--- src/rtl/counter_seq_pkg.sv ---
// Shared types for the counter sequencer: FSM states, run modes, command codes
// and the width of the counter value fed back from the driven counter.
package counter_seq_pkg;

  localparam int DATA_W = 12;

  typedef enum logic [2:0] {
    ST_IDLE,
    ST_INIT,
    ST_RUN,
    ST_PAUSED,
    ST_DONE
  } state_e;

  typedef enum logic [1:0] {
    MODE_DEC = 2'b00,
    MODE_SHR = 2'b01,
    MODE_SHL = 2'b10,
    MODE_ALT = 2'b11
  } mode_e;

  typedef enum logic [1:0] {
    CMD_NONE,
    CMD_DCRM,
    CMD_SHR,
    CMD_SHL
  } cmd_e;

  // Alternate mode decrements on even steps and shifts left on odd steps.
  function automatic cmd_e mode_cmd(input mode_e m, input logic odd);
    cmd_e c;
    case (m)
      MODE_DEC: c = CMD_DCRM;
      MODE_SHR: c = CMD_SHR;
      MODE_SHL: c = CMD_SHL;
      default:  c = odd ? CMD_SHL : CMD_DCRM;
    endcase
    return c;
  endfunction

endpackage

--- src/rtl/step_prescaler.sv ---
// Free-running 0..STEP_DIV-1 prescaler with synchronous clear and freeze.
// tick is high during the enabled terminal-count cycle.
module step_prescaler #(
  parameter int STEP_DIV = 25_000_000
) (
  input  logic o_clk,
  input  logic reset,
  input  logic en,
  input  logic clr,
  output logic tick
);

  localparam int CW = (STEP_DIV > 1) ? $clog2(STEP_DIV) : 1;
  localparam logic [CW-1:0] TERM = CW'(STEP_DIV - 1);

  logic [CW-1:0] cnt_q;
  logic [CW-1:0] cnt_d;

  always_comb begin
    tick  = en && (cnt_q == TERM);
    cnt_d = cnt_q;
    if (clr) begin
      cnt_d = '0;
    end else if (en) begin
      cnt_d = tick ? '0 : cnt_q + 1'b1;
    end
  end

  always_ff @(posedge o_clk or negedge reset) begin
    if (!reset) begin
      cnt_q <= '0;
    end else begin
      cnt_q <= cnt_d;
    end
  end

endmodule

--- src/rtl/counter_sequencer.sv ---
// Issues timed set/decrement/shift commands to an external 12-bit counter,
// with pause/resume, abort, a step limit and a guard against decrementing zero.
module counter_sequencer
  import counter_seq_pkg::*;
#(
  parameter int STEP_DIV  = 25_000_000,
  parameter int MAX_STEPS = 255
) (
  input  logic              o_clk,
  input  logic              reset,
  input  logic              start,
  input  logic              abort,
  input  logic              pause_tgl,
  input  logic [1:0]        mode,
  input  logic [DATA_W-1:0] data,
  output logic              set,
  output logic              dcrm,
  output logic              shift_right1,
  output logic              shift_left2,
  output logic              input_pause,
  output logic              busy,
  output logic              done,
  output logic [7:0]        step_count,
  output state_e            state_dbg
);

  localparam logic [7:0] MAX_CNT = 8'(MAX_STEPS);

  state_e     state_q, state_d;
  mode_e      mode_q, mode_d;
  logic [7:0] step_count_q, step_count_d;
  logic       set_q, set_d, dcrm_q, dcrm_d;
  logic       shr_q, shr_d, shl_q, shl_d;
  logic       input_pause_q, input_pause_d;
  logic       busy_q, busy_d, done_q, done_d;
  cmd_e       cmd;
  logic       idle_like, at_max, pre_en, pre_clr, tick;

  // The prescaler already counts during INIT so the first command lands
  // exactly STEP_DIV cycles after the set pulse.
  always_comb begin
    idle_like = (state_q == ST_IDLE) || (state_q == ST_DONE);
    at_max    = (step_count_q == MAX_CNT);
    pre_clr   = abort || (idle_like && start);
    pre_en    = !abort && ((state_q == ST_INIT) ||
                           ((state_q == ST_RUN) && !pause_tgl && !at_max));
  end

  step_prescaler #(.STEP_DIV(STEP_DIV)) u_prescaler (
    .o_clk (o_clk),
    .reset (reset),
    .en    (pre_en),
    .clr   (pre_clr),
    .tick  (tick)
  );

  always_comb begin
    state_d      = state_q;
    mode_d       = mode_q;
    step_count_d = step_count_q;
    cmd          = CMD_NONE;
    if (abort) begin
      state_d = ST_IDLE;
    end else begin
      case (state_q)
        ST_IDLE, ST_DONE: begin
          if (start) begin
            state_d      = ST_INIT;
            mode_d       = mode_e'(mode);
            step_count_d = '0;
          end
        end
        ST_INIT: state_d = ST_RUN;
        ST_RUN: begin
          if (at_max) begin
            state_d = ST_DONE;
          end else if (pause_tgl) begin
            state_d = ST_PAUSED;
          end else if (tick) begin
            cmd = mode_cmd(mode_q, step_count_q[0]);
            // Refuse to decrement a zero counter so it never wraps.
            if ((cmd == CMD_DCRM) && (data == '0)) begin
              cmd     = CMD_NONE;
              state_d = ST_DONE;
            end else begin
              step_count_d = step_count_q + 8'd1;
            end
          end
        end
        ST_PAUSED: if (pause_tgl) state_d = ST_RUN;
        default:   state_d = ST_IDLE;
      endcase
    end
    set_d         = (state_d == ST_INIT);
    dcrm_d        = (cmd == CMD_DCRM);
    shr_d         = (cmd == CMD_SHR);
    shl_d         = (cmd == CMD_SHL);
    input_pause_d = (state_d == ST_IDLE) || (state_d == ST_PAUSED) ||
                    (state_d == ST_DONE);
    busy_d        = (state_d == ST_INIT) || (state_d == ST_RUN) ||
                    (state_d == ST_PAUSED);
    done_d        = (state_d == ST_DONE);
  end

  always_ff @(posedge o_clk or negedge reset) begin
    if (!reset) begin
      state_q       <= ST_IDLE;
      mode_q        <= MODE_DEC;
      step_count_q  <= '0;
      set_q         <= 1'b0;
      dcrm_q        <= 1'b0;
      shr_q         <= 1'b0;
      shl_q         <= 1'b0;
      input_pause_q <= 1'b1;
      busy_q        <= 1'b0;
      done_q        <= 1'b0;
    end else begin
      state_q       <= state_d;
      mode_q        <= mode_d;
      step_count_q  <= step_count_d;
      set_q         <= set_d;
      dcrm_q        <= dcrm_d;
      shr_q         <= shr_d;
      shl_q         <= shl_d;
      input_pause_q <= input_pause_d;
      busy_q        <= busy_d;
      done_q        <= done_d;
    end
  end

  assign set          = set_q;
  assign dcrm         = dcrm_q;
  assign shift_right1 = shr_q;
  assign shift_left2  = shl_q;
  assign input_pause  = input_pause_q;
  assign busy         = busy_q;
  assign done         = done_q;
  assign step_count   = step_count_q;
  assign state_dbg    = state_q;

endmodule

--- config.mk ---
export PLATFORM = sky130hd
export DESIGN_NAME = counter_sequencer
export DESIGN_NICKNAME = d
export VERILOG_FILES = /design/src/rtl/counter_seq_pkg.sv /design/src/rtl/step_prescaler.sv /design/src/rtl/counter_sequencer.sv
export SDC_FILE = /design/constraint.sdc
export NUM_CORES = 1
export LEC_CHECK = 0
export CAP_MARGIN = 10
export CORE_MARGIN = 5
export CORE_UTILIZATION = 58
export DETAILED_ROUTE_END_ITERATION = 12
export PLACE_DENSITY_LB_ADDON = 0.08
export REMOVE_ABC_BUFFERS = 1
export SYNTH_ARGS = -nofsm -noshare
export SYNTH_HDL_FRONTEND = slang
export SYNTH_HIERARCHICAL = 1
export SYNTH_SLANG_ARGS = --single-unit
--- constraint.sdc ---
create_clock -name o_clk -period 5.6 [get_ports o_clk]
set_clock_uncertainty 0.2 [all_clocks]
set_input_delay 0.56 -clock o_clk [delete_from_list [all_inputs] [get_ports o_clk]]
set_output_delay 0.56 -clock o_clk [all_outputs]
set_load 0.01 [all_outputs]
Word level (Yosys, flattened, before mapping)
Index checks and enable logic that the tools add are counted.
{ "word_totals": {"regBits": 45, "input_bits": 19, "elab_cells": 90} }
{ "classes": {"add_sub_neg": 2, "eq_ne": 21, "mux": 30, "bitwise": 1, "n_reduce_logical": 25} }
{ "op_table": {"columns": ["op", "n"], "rows": [
  ["$mux 25", 3],
  ["$mux 8", 5],
  ["$add 25x1->25 const B", 1],
  ["$eq 25x25->1 const B", 1],
  ["$mux 2", 12],
  ["$mux 3", 7],
  ["$pmux 8 s2", 1],
  ["$eq 3x2->1 const B", 4],
  ["$logic_not 12->1", 1],
  ["$pmux 3 s4", 1],
  ["$ne 2x2->1 const B", 5],
  ["$add 8x1->8 const B", 1],
  ["$eq 8x8->1 const B", 1],
  ["$logic_or 1x1->1", 7],
  ["$reduce_and 7->1", 1],
  ["$eq 2x1->1 const B", 3],
  ["$eq 2x2->1 const B", 3],
  ["$eq 3x1->1 const B", 2],
  ["$eq 3x3->1 const B", 2],
  ["$logic_and 1x1->1", 6],
  ["$logic_not 3->1", 2],
  ["$pmux 2 s3", 1],
  ["$reduce_bool 2->1", 2],
  ["$logic_not 1->1", 3],
  ["4 further kinds", 4]
]} }

Longest topological paths before layout
Gate-level depths: netlist of the first run.
{ "logic_depth": {"word_depth": 22, "ltp_mapped": 14} }

By module
Netlist of the first run, hierarchy kept.
{ "by_module_without_submodules": {"columns": ["mod", "instances", "cells_each", "area_per_inst_um2", "seq_area_each_um2"], "rows": [
  ["step_prescaler", 1, 148, 1427.6, 625.6],
  ["counter_sequencer", 1, 115, 1118.6, 501.7]
]} }

Worst setup path before layout of the first run
Ideal clock, no wire load.
{ "synth_path": {"path_kind": "flip-flop to flip-flop", "startpoint": "register state_q[0] (netlist: state_dbg[0])", "endpoint": "register step_count_q[4] (netlist: step_count[4])", "arrival_ns": 3.479, "required_time_ns": 5.322, "setup_slack_ns": 1.843, "path_stages_with_launch": 15, "cell_sequence": "dfrtp_1 clkbuf_1 nor3b_1 a21boi_0 a21oi_1 nor2_1 nand4_1 or4_4 nor3_2 nand4bb_1 a211oi_1 o211ai_2 buf_6 or4_1 a21oi_1"} }
{ "synth_via": {"elab_chain_len": 8} }
{ "synth_lines": {"columns": ["item", "line", "text"], "rows": [
  ["start: declaration", "counter_sequencer.sv:29", "state_e state_q, state_d;"],
  ["start signal: assignment", "counter_sequencer.sv:118", "state_q <= state_d;"],
  ["$eq 3x2->1", "counter_sequencer.sv:46", "((state_q == ST_RUN) && !pause_tgl && !at_max));"],
  ["$logic_and 1x1->1 (2 in a row)", "counter_sequencer.sv:46", null],
  ["$logic_or 1x1->1 *", "counter_sequencer.sv:45", "pre_en = !abort && ((state_q == ST_INIT) ||"],
  ["$logic_and 1x1->1 *", "counter_sequencer.sv:45", null],
  ["via pre_en", "counter_sequencer.sv:37", "logic idle_like, at_max, pre_en, pre_clr, tick;"],
  ["$logic_and 1x1->1 *", "step_prescaler.sv:20", "tick = en && (cnt_q == TERM);"],
  ["via tick", "counter_sequencer.sv:37", null],
  ["$ne 2x2->1 (no source line) *", null, null],
  ["$reduce_and 7->1 (no source line) *", null, null],
  ["end signal: assignment", "counter_sequencer.sv:120", "step_count_q <= step_count_d;"],
  ["end: declaration", "counter_sequencer.sv:31", "logic [7:0] step_count_q, step_count_d;"]
]} }
Mark *: on every way through the listed nets, which the timed path passes. The rest lies on a longest branch.
A chain may end at the register's enable or synchronous reset.

Final worst setup path of the first run
{ "layout_path": {"startpoint": "register step_count_q[0] (netlist: step_count[0])", "endpoint": "register step_count_q[7] (netlist: step_count[7])"} }
{ "layout_lines": {"columns": ["item", "line", "text"], "rows": [
  ["$eq 8x8->1", "counter_sequencer.sv:43", "at_max = (step_count_q == MAX_CNT);"],
  ["$logic_not 1->1", "counter_sequencer.sv:46", null],
  ["$logic_and 1x1->1", "counter_sequencer.sv:46", null],
  ["$logic_or 1x1->1", "counter_sequencer.sv:45", null],
  ["$logic_and 1x1->1", "counter_sequencer.sv:45", null],
  ["via pre_en", "counter_sequencer.sv:37", null],
  ["$logic_and 1x1->1", "step_prescaler.sv:20", null],
  ["via tick", "counter_sequencer.sv:37", null],
  ["$ne 2x2->1 (no source line)", null, null],
  ["$reduce_and 7->1 (no source line)", null, null]
]} }
The timed path passes the listed nets, and every way through them passes these cells. The select of a mux whose other input is x is not followed.

==> results.sh, run 1 <==
export IMPL_finalSetupTns_ps=0
export IMPL_clockBufferDepth=2
export IMPL_clock_sinks=45
export IMPL_finalSetupViolations=0
export IMPL_ir_drop_mv=0.178
export IMPL_drt_pass1_iterations=4
export IMPL_gr_total_overflow=0
export IMPL_synthCells=263
export IMPL_syn_area_mm2=0.00255
export IMPL_dieHeight_um=76.3
export IMPL_slew_headroom_pct=34.6
export IMPL_antennaDiodeCount=0
export IMPL_hold_class="in2async"
export IMPL_grt_pass1_vias=2166
export IMPL_drtAntennaViolNets=0
export IMPL_synth_area_per_cell_um2=9.68
export IMPL_status="finished, final reports clean"
export IMPL_cts_buffers_inserted=5
export IMPL_clk_pin_slew_worst_paths_ps=90
export IMPL_synthToLayoutAreaGrowth_pct=18.5
export IMPL_ff_latch_area_mm2=0.00113
export IMPL_rrSetupSlack_ps=1240
export IMPL_finalHoldViolations=0
export IMPL_cp_arrival_ps=4400
export IMPL_rsz0062_at_grt="no"
export IMPL_cts_root_buffer="clkbuf_8"
export IMPL_synth_edff_count=0
export IMPL_drtIter0Drc=145
export IMPL_die_w_um=76.3
export IMPL_dpl_hpwl_mm=4.08
export IMPL_drc=0
export IMPL_ys_top_cells_by_area="dfrtp_1, nor2_1, xnor2_1"
export IMPL_worstRegToRegCells=14
export IMPL_io_buffers=36
export IMPL_start_kind="flop"
export IMPL_ys_ff_latch=45
export IMPL_clock_latency_ps=300
export IMPL_multi_input_area_mm2=0.00134
export IMPL_viasPerCell=5.97
export IMPL_final_layout_size_suffix_gt1_share_pct=7.64
export IMPL_coreArea_mm2=0.00429
export IMPL_io_pins=37
export IMPL_p_leak_nw=1.15
export IMPL_cap_violations=0
export IMPL_die_area_mm2=0.00581
export IMPL_gp_congestion=0.894
export IMPL_holdWs_ps=213
export IMPL_synthFlopType="dfrtp_1"
export IMPL_nets=323
export IMPL_rows=24
export IMPL_slew_viol_final=0
export IMPL_start_util_pct=59.3
export IMPL_seq_area_frac_synth_pct=44.3
export IMPL_grt_pass1_wl_mm=9.92
export IMPL_num_vias=2109
export IMPL_power_density_mw_per_mm2=214
export IMPL_cts_tree="done"
export IMPL_antenna_found_initial=0
export IMPL_yosys_area_top_type="dfrtp_1"
export IMPL_synth_cell_types=56
export IMPL_grt_max_degree=46
export IMPL_final_core_util_pct=70.3
export IMPL_fillCellCount=316
export IMPL_routedWlPerCell_um=15.8
export IMPL_postCtsSetupRepairBufs=0
export IMPL_drt_wl_total_mm=5.59
export IMPL_critPathCapture="step_count[7]"
export IMPL_worstReg2RegEnd="step_count[7]"
export IMPL_ctsHoldBuffers=0
export IMPL_yosysTopAreaCellShare_pct=43.2
export IMPL_reg2reg_from="step_count[0]"
export IMPL_critPathCaptureType="flop"
export IMPL_cts_resized_gates=0
export IMPL_worst_pin_slew_ps=981
export IMPL_required_ps=5630
export IMPL_period_share_pct=77.9
export IMPL_htreeDepth=2
export IMPL_crit_fanout=15
export IMPL_timing_final_crit_period_ps=4360
export IMPL_track_usage_pct=20.4
export IMPL_max_freq_mhz=229
export IMPL_yosysWarnings=6
export IMPL_critPathKind="reg2reg"
export IMPL_worstSetupStartpoint="step_count[0]"
export IMPL_synth_async_reset_ratio_pct=100
metrics by stage:
| stage | instances | worst slack, ps | area (um^2) | total power, W |
|---|---|---|---|---|
| floorplan | 256 | 1560 | 2500 | 0.000402 |
| global placement | 345 | 1460 | 2930 | 0.000444 |
| detailed placement | 345 | 1290 | 2930 | 0.000445 |
| CTS | 353 | 1240 | 3020 | 0.000652 |
| global route | 353 | 879 | 3020 | 0.000677 |
| finish | 353 | 1240 | 3020 | 0.000647 |
flip-flops by register name, summed over array words and instances, names as in the netlist:
| name | cells |
|---|---|
| set | 1 |
| shift_right1 | 1 |
| done | 1 |
| busy | 1 |
| u_prescaler/cnt_q | 25 |
| state_dbg | 3 |
| mode_q | 2 |
| step_count | 8 |
| dcrm | 1 |
| input_pause | 1 |
| shift_left2 | 1 |
worst max-delay path, cell delays in order, from the launching register on:
cell and delay [ps]:
dfrtp_1 440, ha_1 260, and3_1 200, a21boi_0 260, a21oi_1 110, nor2_1 90
buf_4 180, nand4_1 180, or4_4 480, nor3_2 350, nand4bb_1 150, a211oi_1 370
o211ai_2 310, or4_1 550, a21oi_1 150
area by class of cell:
| class | count | area share [%] |
|---|---|---|
| inverters | 10 | 1.24 |
| well taps | 52 | 2.16 |
| repair buffers | 37 | 12.0 |
| flip-flops and latches | 45 | 37.4 |
| multi-input cells | 201 | 44.2 |
| clock inverters | 3 | 0.705 |
| clock buffers | 5 | 2.28 |
routing by layer:
layer	GRT usage, %	part of all wire [%]
met5	0	0
met4	8.57	2.2
met3	4.14	4.6
met2	33.9	50
met1	25.6	43
worst min-delay path by stage:
stage	from	endpoint
CTS	reset	u_prescaler/cnt_q[15]
global route	reset	u_prescaler/cnt_q[14]
floorplan	reset	busy
detailed placement	mode_q[0]	mode_q[0]
global placement	mode_q[1]	mode_q[1]
finish	reset	shift_left2
cells by family (layout without fill, tap and decap cells):
family	Yosys count	count (layout)	share of synthesized area, %
simple gates	134	134	31.6
flops	45	45	44.3
buf+inv	17	55	3.29
compound gates	43	43	11.7
fa+ha+maj	4	4	1.97
xor+xnor	17	17	5.85
mux	3	3	1.28
power by group:
group,switching (W),internal (W)
Combinational,0.0000524,0.0000420
Sequential,0.00000972,0.000335
Clock,0.000119,0.0000887
cells in the final DEF, fill, tap and decap left out, types with 6 or more instances in the layout:
master           instances
a21oi_1                 11
clkdlybuf4s50_1         35
dfrtp_1                 44
inv_1                    9
nand2_1                 21
nand3_1                  9
nand4_1                  9
nor2_1                  29
nor2b_1                  6
nor3b_1                  8
nor4_1                   9
or4_1                    9
xnor2_1                 12
synth_stat cells (3+ instances only):
cell and n:
dfrtp_1 44, nor2_1 29, nand2_1 21, xnor2_1 12
a21oi_1 11, inv_1 9, nand3_1 9, nand4_1 9
nor4_1 9, or4_1 9, nor3b_1 8, nor2b_1 6
a32o_1 5, and3_1 5, o21ai_0 5, xor2_1 5
ha_1 4, nor3_1 4, o21ai_1 4, o31ai_1 4
clkbuf_1 3, nand2b_1 3
Note: power is estimated with default switching activity, not from simulation.
==> run 2: changes to the inputs <==
--- a/config.mk
+++ b/config.mk
@@ -7,7 +7,7 @@
 export LEC_CHECK = 0
 export CAP_MARGIN = 10
 export CORE_MARGIN = 5
-export CORE_UTILIZATION = 58
+export CORE_UTILIZATION = 54
 export DETAILED_ROUTE_END_ITERATION = 12
 export PLACE_DENSITY_LB_ADDON = 0.08
 export REMOVE_ABC_BUFFERS = 1
==> constraint.sdc (replaced) <==
create_clock -name o_clk -period 4.4 [get_ports o_clk]
set_clock_uncertainty 0.2 [all_clocks]
set_input_delay 0.44 -clock o_clk [delete_from_list [all_inputs] [get_ports o_clk]]
set_output_delay 0.44 -clock o_clk [all_outputs]
set_load 0.01 [all_outputs]
==> run 2 against run 1 <==
Utilization is 4.1 points lower. Count of clock-buffer cells in the layout rose by 1. Sequential power increased by 27%. Global-route usage up 0.12 points. Non-clock buffer count rose by 4. First-iteration DRC count shrank 39%. Via count up 2.7%. Total power increased by 36%. Fmax is 11% higher. Clock power rose by 51%. Critical endpoint unchanged. Largest cell class unchanged.
==> results.sh, run 2 (synthesized netlist as in run 1, its figures left out) <==
export IMPL_rows=25
export IMPL_required_ps=4430
export IMPL_cp_slowest_stage_delay_ps=500
export IMPL_final_cell_mix="dfrtp_1, clkdlybuf4s50_1, nor2_1"
export IMPL_critPathCaptureType="flop"
export IMPL_clock_sinks=45
export IMPL_ir_drop_mv=0.174
export IMPL_path_common_cell="a21oi_1"
export IMPL_setup_slack_ps=456
export IMPL_p_int_w=0.000654
export IMPL_dieHeight_um=78.7
export IMPL_track_usage_pct=20.5
export IMPL_drt_pass1_iterations=4
export IMPL_synthToLayoutAreaGrowth_pct=21.1
export IMPL_crit_fanout=7
export IMPL_largest_register="u_prescaler/cnt_q"
export IMPL_dpl_hpwl_mm=4.08
export IMPL_finalPower_w=0.000878
export IMPL_grt_most_used_layer="met2"
export IMPL_drc=0
export IMPL_met3_usage_pct=4.24
export IMPL_num_vias=2166
export IMPL_io_pins=37
export IMPL_finalSetupTns_ps=0
export IMPL_cp_cell_sequence="ha_1 > and3_1 > a21boi_0 > a21oi_1 > nor2_1 > nand4_1 > or4_4 > nor3_2 > buf_4 > nand4bb_1 > a211oi_2 > o211ai_2 > or4_1 > a21oi_1"
export IMPL_timing_final_crit_period_ps=3940
export IMPL_largest_reg_flops=25
export IMPL_status="finished, final reports clean"
export IMPL_cp_arrival_ps=3970
export IMPL_critPathKind="reg2reg"
export IMPL_clock_latency_ps=300
export IMPL_pwr_share_comb_pct=14.3
export IMPL_worst_pin_slew_ps=966
export IMPL_gr_usage_met1_pct=25.5
export IMPL_max_freq_mhz=254
export IMPL_viasPerCell=6.02
export IMPL_swShare_pct=25.5
export IMPL_start_kind="flop"
export IMPL_worstReg2RegEnd="step_count[7]"
export IMPL_clk_pin_slew_worst_paths_ps=90
export IMPL_gp_congestion=0.896
export IMPL_grt_max_degree=46
export IMPL_grt_pass1_vias=2186
export IMPL_htreeDepth=2
export IMPL_rsz0062_at_grt="no"
export IMPL_seq_power_share_pct=49.9
export IMPL_power_density_mw_per_mm2=285
export IMPL_finalSetupViolations=0
export IMPL_finalHoldViolations=0
export IMPL_start_util_pct=54.6
export IMPL_coreArea_mm2=0.00466
export IMPL_p_leak_nw=1.18
export IMPL_gr_total_overflow=0
export IMPL_io_buffers=36
export IMPL_final_common_cell="dfrtp_1"
export IMPL_clock_power_share_pct=35.9
export IMPL_die_area_mm2=0.00619
export IMPL_reg2reg_from="step_count[0]"
export IMPL_cp_slowest_cell="or4_1"
export IMPL_p_sw_w=0.000224
export IMPL_worstRegToRegCells=14
export IMPL_grt_pass1_wl_mm=10.2
export IMPL_drtIter0Drc=89
export IMPL_die_w_um=78.7
export IMPL_cts_root_buffer="clkbuf_8"
export IMPL_final_layout_size_suffix_gt1_share_pct=8.82
export IMPL_hold_class="in2async"
export IMPL_rrSetupSlack_ps=460
export IMPL_slew_viol_final=0
export IMPL_slew_headroom_pct=35.6
export IMPL_place_ws_ps=413
export IMPL_antennaDiodeCount=0
export IMPL_cts_tree="done"
export IMPL_use_met2_pct=35.6
export IMPL_drt_wl_total_mm=5.70
export IMPL_cap_violations=0
export IMPL_period_share_pct=89.6
export IMPL_nets=328
export IMPL_ctsHoldBuffers=0
export IMPL_cts_buffers_inserted=5
export IMPL_routedWlPerCell_um=15.8
export IMPL_clockBufferDepth=2
export IMPL_drtAntennaViolNets=0
export IMPL_antenna_found_initial=0
==> run 2: how the worst max path moves through the flow <==
| stage | from | to | slack, ps | cells past startpoint |
|---|---|---|---|---|
| global placement | step_count[0] | step_count[7] | 490 | 14 |
| floorplan | step_count[0] | step_count[3] | 360 | 13 |
| detailed placement | step_count[0] | step_count[7] | 410 | 14 |
| CTS | step_count[0] | step_count[7] | 370 | 14 |
| finish | step_count[0] | step_count[7] | 460 | 14 |
| global route | step_count[0] | step_count[5] | 170 | 14 |
==> run 2: critical path: cells and delay by family (launching register included) <==
family / cells / cell delay (ps)
simple gates: 7 / 1770
fa+ha+maj: 1 / 260
compound gates: 5 / 1030
buf+inv: 1 / 170
flops: 1 / 440
==> run 2: final cells by class <==
| class | count | area [um^2] |
|---|---|---|
| Tap cell | 54 | 67.6 |
| Timing Repair Buffer | 41 | 393 |
| Inverter | 10 | 37.5 |
| Fill cell | 379 | 1580 |
| Multi-Input combinational cell | 202 | 1350 |
| Sequential cell | 45 | 1130 |
| Clock inverter | 2 | 38.8 |
| Clock buffer | 6 | 72.6 |
==> run 2: routing by layer <==
layer | up-vias | share of wire, %
met4 | 0 | 0.93
met5 | - | 0
met1 | 1049 | 44
li1 | 1060 | -
met2 | 52 | 51
met3 | 5 | 4.2
==> run 2: power by group through the flow <==
stage	Sequential (W)	Clock, W	Combinational, W
global route	0.000440	0.000342	0.000140
detailed placement	0.000445	0	0.000121
finish	0.000438	0.000315	0.000125
floorplan	0.000446	0	0.0000660
global placement	0.000445	0	0.000120
CTS	0.000437	0.000325	0.000122
==> run 2: repair_timing <==
item | 4_1_cts | 5_1_grt
buffers inserted | 0 | 3
gates resized for setup | 0 | 1
endpoints found under the setup margin | 0 | 4
==> run 2: stage by stage <==
step                util, %  instance area [um^2]  hold WS [ps]  cells
finish                 66.2                  3080          87.8    360
global route           66.2                  3080           190    360
CTS                    65.4                  3050           126    356
detailed placement     63.0                  2940           319    348
global placement       63.0                  2940           309    348
floorplan                 -                  2500         -55.6    256
